**src/rtl/reg_bank_pkg.sv**
```systemverilog
// Shared types for the register-bank controller: command opcodes and FSM states.
// StVfy exists only when REG_BANK_CTRL_READBACK_EN is defined.
package reg_bank_pkg;

  typedef enum logic [1:0] {
    OpWrite = 2'b00,
    OpRead  = 2'b01,
    OpClear = 2'b10,
    OpFill  = 2'b11
  } cmd_op_e;

  typedef enum logic [2:0] {
    StIdle,
    StWr,
    StRd,
    StCap,
    StRsp,
    StSweep
`ifdef REG_BANK_CTRL_READBACK_EN
    ,
    StVfy
`endif
  } state_e;

endpackage

```
**src/rtl/reg_bank_sweep_cnt.sv**
```systemverilog
// Address sweep counter for FILL/CLEAR: loads start/end, steps modulo 2^N,
// and flags the terminal address so equal start/end gives a single write.
module reg_bank_sweep_cnt #(
  parameter int unsigned N = 4
) (
  input  logic         clk,
  input  logic         reset,
  input  logic         load,
  input  logic         advance,
  input  logic [N-1:0] start,
  input  logic [N-1:0] stop,
  output logic [N-1:0] next,
  output logic         last
);

  logic [N-1:0] cnt_q;
  logic [N-1:0] end_q;

  always_ff @(posedge clk) begin
    if (reset) begin
      cnt_q <= '0;
      end_q <= '0;
    end else if (load) begin
      cnt_q <= start;
      end_q <= stop;
    end else if (advance) begin
      cnt_q <= next;
    end
  end

  // Natural N-bit overflow provides the wrap from 2^N-1 to 0.
  assign next = cnt_q + N'(1);
  assign last = (cnt_q == end_q);

endmodule

```
**src/rtl/reg_bank_ctrl.sv**
```systemverilog
// Register-bank command controller: WRITE, READ with response handshake, FILL and CLEAR sweeps.
// Define REG_BANK_CTRL_READBACK_EN to add a read-back verify cycle after each WRITE.
module reg_bank_ctrl
  import reg_bank_pkg::*;
#(
  parameter int unsigned W = 7,
  parameter int unsigned N = 4
) (
  input  logic         clk,
  input  logic         reset,
  input  logic         cmd_valid,
  output logic         cmd_ready,
  input  logic [1:0]   cmd_op,
  input  logic [N-1:0] cmd_addr_a,
  input  logic [N-1:0] cmd_addr_b,
  input  logic [W-1:0] cmd_data,
  output logic         rsp_valid,
  input  logic         rsp_ready,
  output logic [W-1:0] rsp_a,
  output logic [W-1:0] rsp_b,
  output logic         busy,
  output logic         err,
  output logic         we,
  output logic [N-1:0] addr_rd,
  output logic [W-1:0] data_in,
  output logic [N-1:0] addr_rs1,
  output logic [N-1:0] addr_rs2,
  input  logic [W-1:0] rs1,
  input  logic [W-1:0] rs2
);

  state_e       state_q;
  logic         is_sweep_op;
  logic         sweep_load;
  logic [N-1:0] sweep_start;
  logic [N-1:0] sweep_stop;
  logic [N-1:0] sweep_next;
  logic         sweep_last;

  always_comb begin
    is_sweep_op = (cmd_op == OpClear) || (cmd_op == OpFill);
    sweep_load  = cmd_valid && (state_q == StIdle) && is_sweep_op;
    // CLEAR is a FILL over the whole bank with zero data.
    sweep_start = (cmd_op == OpClear) ? '0 : cmd_addr_a;
    sweep_stop  = (cmd_op == OpClear) ? '1 : cmd_addr_b;
  end

  reg_bank_sweep_cnt #(
    .N (N)
  ) u_sweep_cnt (
    .clk     (clk),
    .reset   (reset),
    .load    (sweep_load),
    .advance (state_q == StSweep),
    .start   (sweep_start),
    .stop    (sweep_stop),
    .next    (sweep_next),
    .last    (sweep_last)
  );

`ifdef REG_BANK_CTRL_READBACK_EN
  logic err_q;
`endif

  always_ff @(posedge clk) begin
    if (reset) begin
      state_q   <= StIdle;
      we        <= 1'b0;
      addr_rd   <= '0;
      data_in   <= '0;
      addr_rs1  <= '0;
      addr_rs2  <= '0;
      rsp_valid <= 1'b0;
      rsp_a     <= '0;
      rsp_b     <= '0;
`ifdef REG_BANK_CTRL_READBACK_EN
      err_q     <= 1'b0;
`endif
    end else begin
      we <= 1'b0;
      unique case (state_q)
        StIdle: begin
          if (cmd_valid) begin
            unique case (cmd_op_e'(cmd_op))
              OpWrite: begin
                state_q <= StWr;
                we      <= 1'b1;
                addr_rd <= cmd_addr_a;
                data_in <= cmd_data;
              end
              OpRead: begin
                state_q  <= StRd;
                addr_rs1 <= cmd_addr_a;
                addr_rs2 <= cmd_addr_b;
              end
              OpClear, OpFill: begin
                state_q <= StSweep;
                we      <= 1'b1;
                addr_rd <= sweep_start;
                data_in <= (cmd_op == OpClear) ? '0 : cmd_data;
              end
              default: state_q <= StIdle;
            endcase
          end
        end
        StWr: begin
`ifdef REG_BANK_CTRL_READBACK_EN
          state_q  <= StVfy;
          addr_rs1 <= addr_rd;
`else
          state_q  <= StIdle;
`endif
        end
        StRd: begin
          rsp_a   <= rs1;
          rsp_b   <= rs2;
          state_q <= StCap;
        end
        StCap: begin
          rsp_valid <= 1'b1;
          state_q   <= StRsp;
        end
        StRsp: begin
          if (rsp_ready) begin
            rsp_valid <= 1'b0;
            state_q   <= StIdle;
          end
        end
        StSweep: begin
          if (sweep_last) begin
            state_q <= StIdle;
          end else begin
            we      <= 1'b1;
            addr_rd <= sweep_next;
          end
        end
`ifdef REG_BANK_CTRL_READBACK_EN
        StVfy: begin
          // rs1 reflects the bank at the just-written address this cycle.
          if (rs1 != data_in) err_q <= 1'b1;
          state_q <= StIdle;
        end
`endif
        default: state_q <= StIdle;
      endcase
    end
  end

  assign cmd_ready = (state_q == StIdle);
  assign busy      = (state_q != StIdle);

`ifdef REG_BANK_CTRL_READBACK_EN
  assign err = err_q;
`else
  assign err = 1'b0;
`endif

endmodule

```
**config.mk**
```make
export PLATFORM = sky130hd
export DESIGN_NAME = reg_bank_ctrl
export DESIGN_NICKNAME = d
export VERILOG_FILES = /design/src/rtl/reg_bank_pkg.sv /design/src/rtl/reg_bank_sweep_cnt.sv /design/src/rtl/reg_bank_ctrl.sv
export SDC_FILE = /design/constraint.sdc
export NUM_CORES = 1
export LEC_CHECK = 0
export ABC_AREA = 1
export BUFFER_PORTS_ARGS = -buffer_cell sky130_fd_sc_hd__buf_2
export CORE_MARGIN = 3
export CORE_UTILIZATION = 30
export DETAILED_ROUTE_END_ITERATION = 12
export HOLD_SLACK_MARGIN = 0.05
export PLACE_DENSITY_LB_ADDON = 0.15
export SYNTH_ARGS = -nofsm -noshare
export SYNTH_HDL_FRONTEND = slang
export SYNTH_SLANG_ARGS = --single-unit
```
**constraint.sdc**
```tcl
create_clock -name clk -period 1.3 [get_ports clk]
set_input_delay 0.26 -clock clk [delete_from_list [all_inputs] [get_ports clk]]
set_output_delay 0.26 -clock clk [all_outputs]
set_load 0.02 [all_outputs]
```
==> flow_summary.json <==
{
  "outcome": "complete, but fails checks",
  "violations": "negative setup slack",
  "diodes": 0,
  "hold_path_depth": 3,
  "utilization_pct": 43.4,
  "grtUsageMet2_pct": 24.0,
  "grt_max_degree": 27,
  "busiest_layer": "met2",
  "initial_core_util_pct": 31.6,
  "synth_area_per_cell_sq_um": 7.08,
  "hp-start": "rs1[6]",
  "finalPower_w": 0.00394,
  "crit_buf_inv": 3,
  "dp_hpwl_mm": 4.00,
  "drtIter0Drc": 83,
  "rows": 29,
  "setup_ws_ns": -0.0709,
  "core_sq_um": 6490,
  "synthFlopType": "dfxtp_1",
  "synthTopCellsByCount": "74 x nand2_1, 46 x dfxtp_1, 38 x nor2_1",
  "htree_num_levels": 2,
  "rr_startpoint": "state_q[0]",
  "cpMostUsedCell": "buf_6",
  "fin_nets": 416,
  "gr-usage-met3_pct": 4.56,
  "critPathLaunchType": "flip-flop",
  "overflow": 0,
  "synth.distinct_cells": 28,
  "vias_per_cell": 4.48,
  "synth-edff-count": 0,
  "hold_end": "rsp_a[6]",
  "finalMaxSlewViolations": 0,
  "grt_first_pass_wirelength_mm": 9.07,
  "max_stage_delay_ns": 0.33,
  "synth-seq-area-share_pct": 44.9,
  "cts_buffer_depth": 2,
  "io_buffers": 71,
  "synth.most_common_cell": "nand2_1",
  "cts_buffers": 5,
  "maxCapViolCount": 0,
  "dr.pass1.iters": 6,
  "cts_tree": "built",
  "finalClockSkew_ns": 0.00681,
  "rr_endpoint": "addr_rs1[0]",
  "worst_setup_path_end_kind": "output port",
  "dieWidth_um": 88.7,
  "path_delay_family": "flip-flops",
  "synth_seq_cells": 46,
  "wl_mm": 5.53,
  "ant_nets": 0,
  "drive_gt1_share_pct": 36.2,
  "rsz0062_at_grt": "yes",
  "yosysTopAreaCell": "dfxtp_1",
  "arrival_ns": 1.11,
  "cp_data_required_time_ns": 1.04,
  "syn_area_sq_um": 2050,
  "synthCells": 290,
  "cts.sinks": 46,
  "pre_cts_slack_ns": -0.0333,
  "wl_per_cell_um": 12.1,
  "rr_worst_depth": 9,
  "path_clk_slew_ns": 0.09,
  "areaGrowthSynthToFinish_pct": 37.2,
  "fin_tns_setup_ns": -0.217,
  "cts_root_buffer": "clkbuf_8",
  "holdWs_ns": 0.191,
  "drc": 0,
  "die_y_um": 88.7,
  "synth_top_area_share_pct": 44.9,
  "fmax_mhz": 729,
  "worstPathCellList": "buf_6 > nor2_4 > nand2_4 > clkinv_4 > buf_6",
  "ys.warnings.count": 0,
  "slowest_stage": "dfxtp_2",
  "async_flop_share_pct": 0,
  "setup_viol": 11,
  "gp_congestion": 0.742,
  "post-route-period-util_pct": 105,
  "period_needed_ns": 1.37,
  "crit_fanout": 4,
  "synth_area_leaders": "dfxtp_1 45%, nand2_1 14%, a21oi_1 7.1%, nor2_1 6.9%, inv_1 5.5%",
  "vias": 2054,
  "grt_pass1_vias": 2011,
  "die_area_sq_um": 7870,
  "grt_usage_pct": 14.8,
  "power_density_nw_per_um2": 1400,
  "p_leak_nw": 1.38,
  "reg2reg_slack_ns": -0.03,
  "clkLatencyLatePin_ns": 0.30,
  "synth.net_count": 326,
  "hold_violations": 0,
  "ios": 73,
  "hold_class": "in2reg",
  "met1_usage_pct": 18.2,
  "antenna_found_initial": 0,
  "vdd_drop_max_uv": 510,
  "critPathKind": "reg2out"
}
-- layout make-up --
class | count | area, sq um
Fill cell | 668 | 3680
Tap cell | 77 | 96.3
Sequential cell | 46 | 928
Clock inverter | 3 | 40.0
Inverter | 34 | 150
Clock buffer | 5 | 68.8
Timing Repair Buffer | 93 | 567
Multi-Input combinational cell | 200 | 967
-- metrics by stage --
stage                     std cells  area (sq um)
final                           458          2820
after global routing            458          2820
after CTS                       458          2760
after detailed placement        446          2600
after global placement          446          2600
after floorplan                 290          2050
-- power breakdown --
part | internal, W | switching, W
clock network | 0.000566 | 0.000483
registers | 0.00156 | 0.0000812
logic | 0.000507 | 0.000747
total | 0.00263 | 0.00131
-- logic make-up (layout without fill, tap and decap cells) --
logic type / count (synthesis) / in the layout / synth area share, %
simple gates: 145 / 146 / 30.5
fa+ha+maj: 1 / 1 / 0.609
compound gates: 52 / 52 / 13.5
other cells: 1 / 1 / 0.183
buf+inv: 45 / 135 / 10.3
flops: 46 / 46 / 44.9
-- layout by cell type, fill, tap and decap left out, drive strengths merged --
cell type,n
ha,1
clkbuf,5
nor3,6
nand3,19
o21ai,20
a21oi,31
nor2,40
buf,93
clkinv,4
bufinv,1
conb,1
nand3b,2
dfxtp,46
inv,32
nand2,79
o21bai,1
-- sequential cells by signal, indices dropped and copies added, names as in the netlist --
signal	flops
addr_rd	4
addr_rs2	4
rsp_b	7
state_q	3
we	1
rsp_a	7
rsp_valid	1
data_in	7
u_sweep_cnt.cnt_q	4
addr_rs1	4
u_sweep_cnt.end_q	4
-- routing by layer --
| layer | routed length [um] | up-vias | share of wire [%] |
|---|---|---|---|
| met5 | 0 | - | 0 |
| met4 | 78 | 0 | 1.4 |
| met3 | 278 | 8 | 5.0 |
| met2 | 2600 | 45 | 47 |
| met1 | 2570 | 915 | 47 |
| li1 | - | 1086 | - |
-- how the worst max path moves through the flow --
| stage | startpoint | end | cells after the start |
|---|---|---|---|
| detailed placement | state_q[0] | data_in[3] | 9 |
| finish | state_q[0] | cmd_ready | 5 |
| floorplan | state_q[0] | data_in[0] | 8 |
| global placement | u_sweep_cnt.cnt_q[1] | state_q[0] | 9 |
| global route | state_q[0] | addr_rs1[2] | 9 |
| CTS | state_q[1] | cmd_ready | 5 |
-- what timing repair did --
item / CTS / global route
setup buffers: 3 / 0
setup endpoints to repair: 26 / 47
cloned: 1 / 0
pin swaps: 1 / 4
hold buffers: 0 / 0
resized for setup: 7 / 24
-- worst min-delay path, cell delays in order --
cell and delay, ns:
buf_2 0.09, nand2_1 0.05, a21oi_1 0.05
No activity file was read; power rests on OpenSTA's default activity.
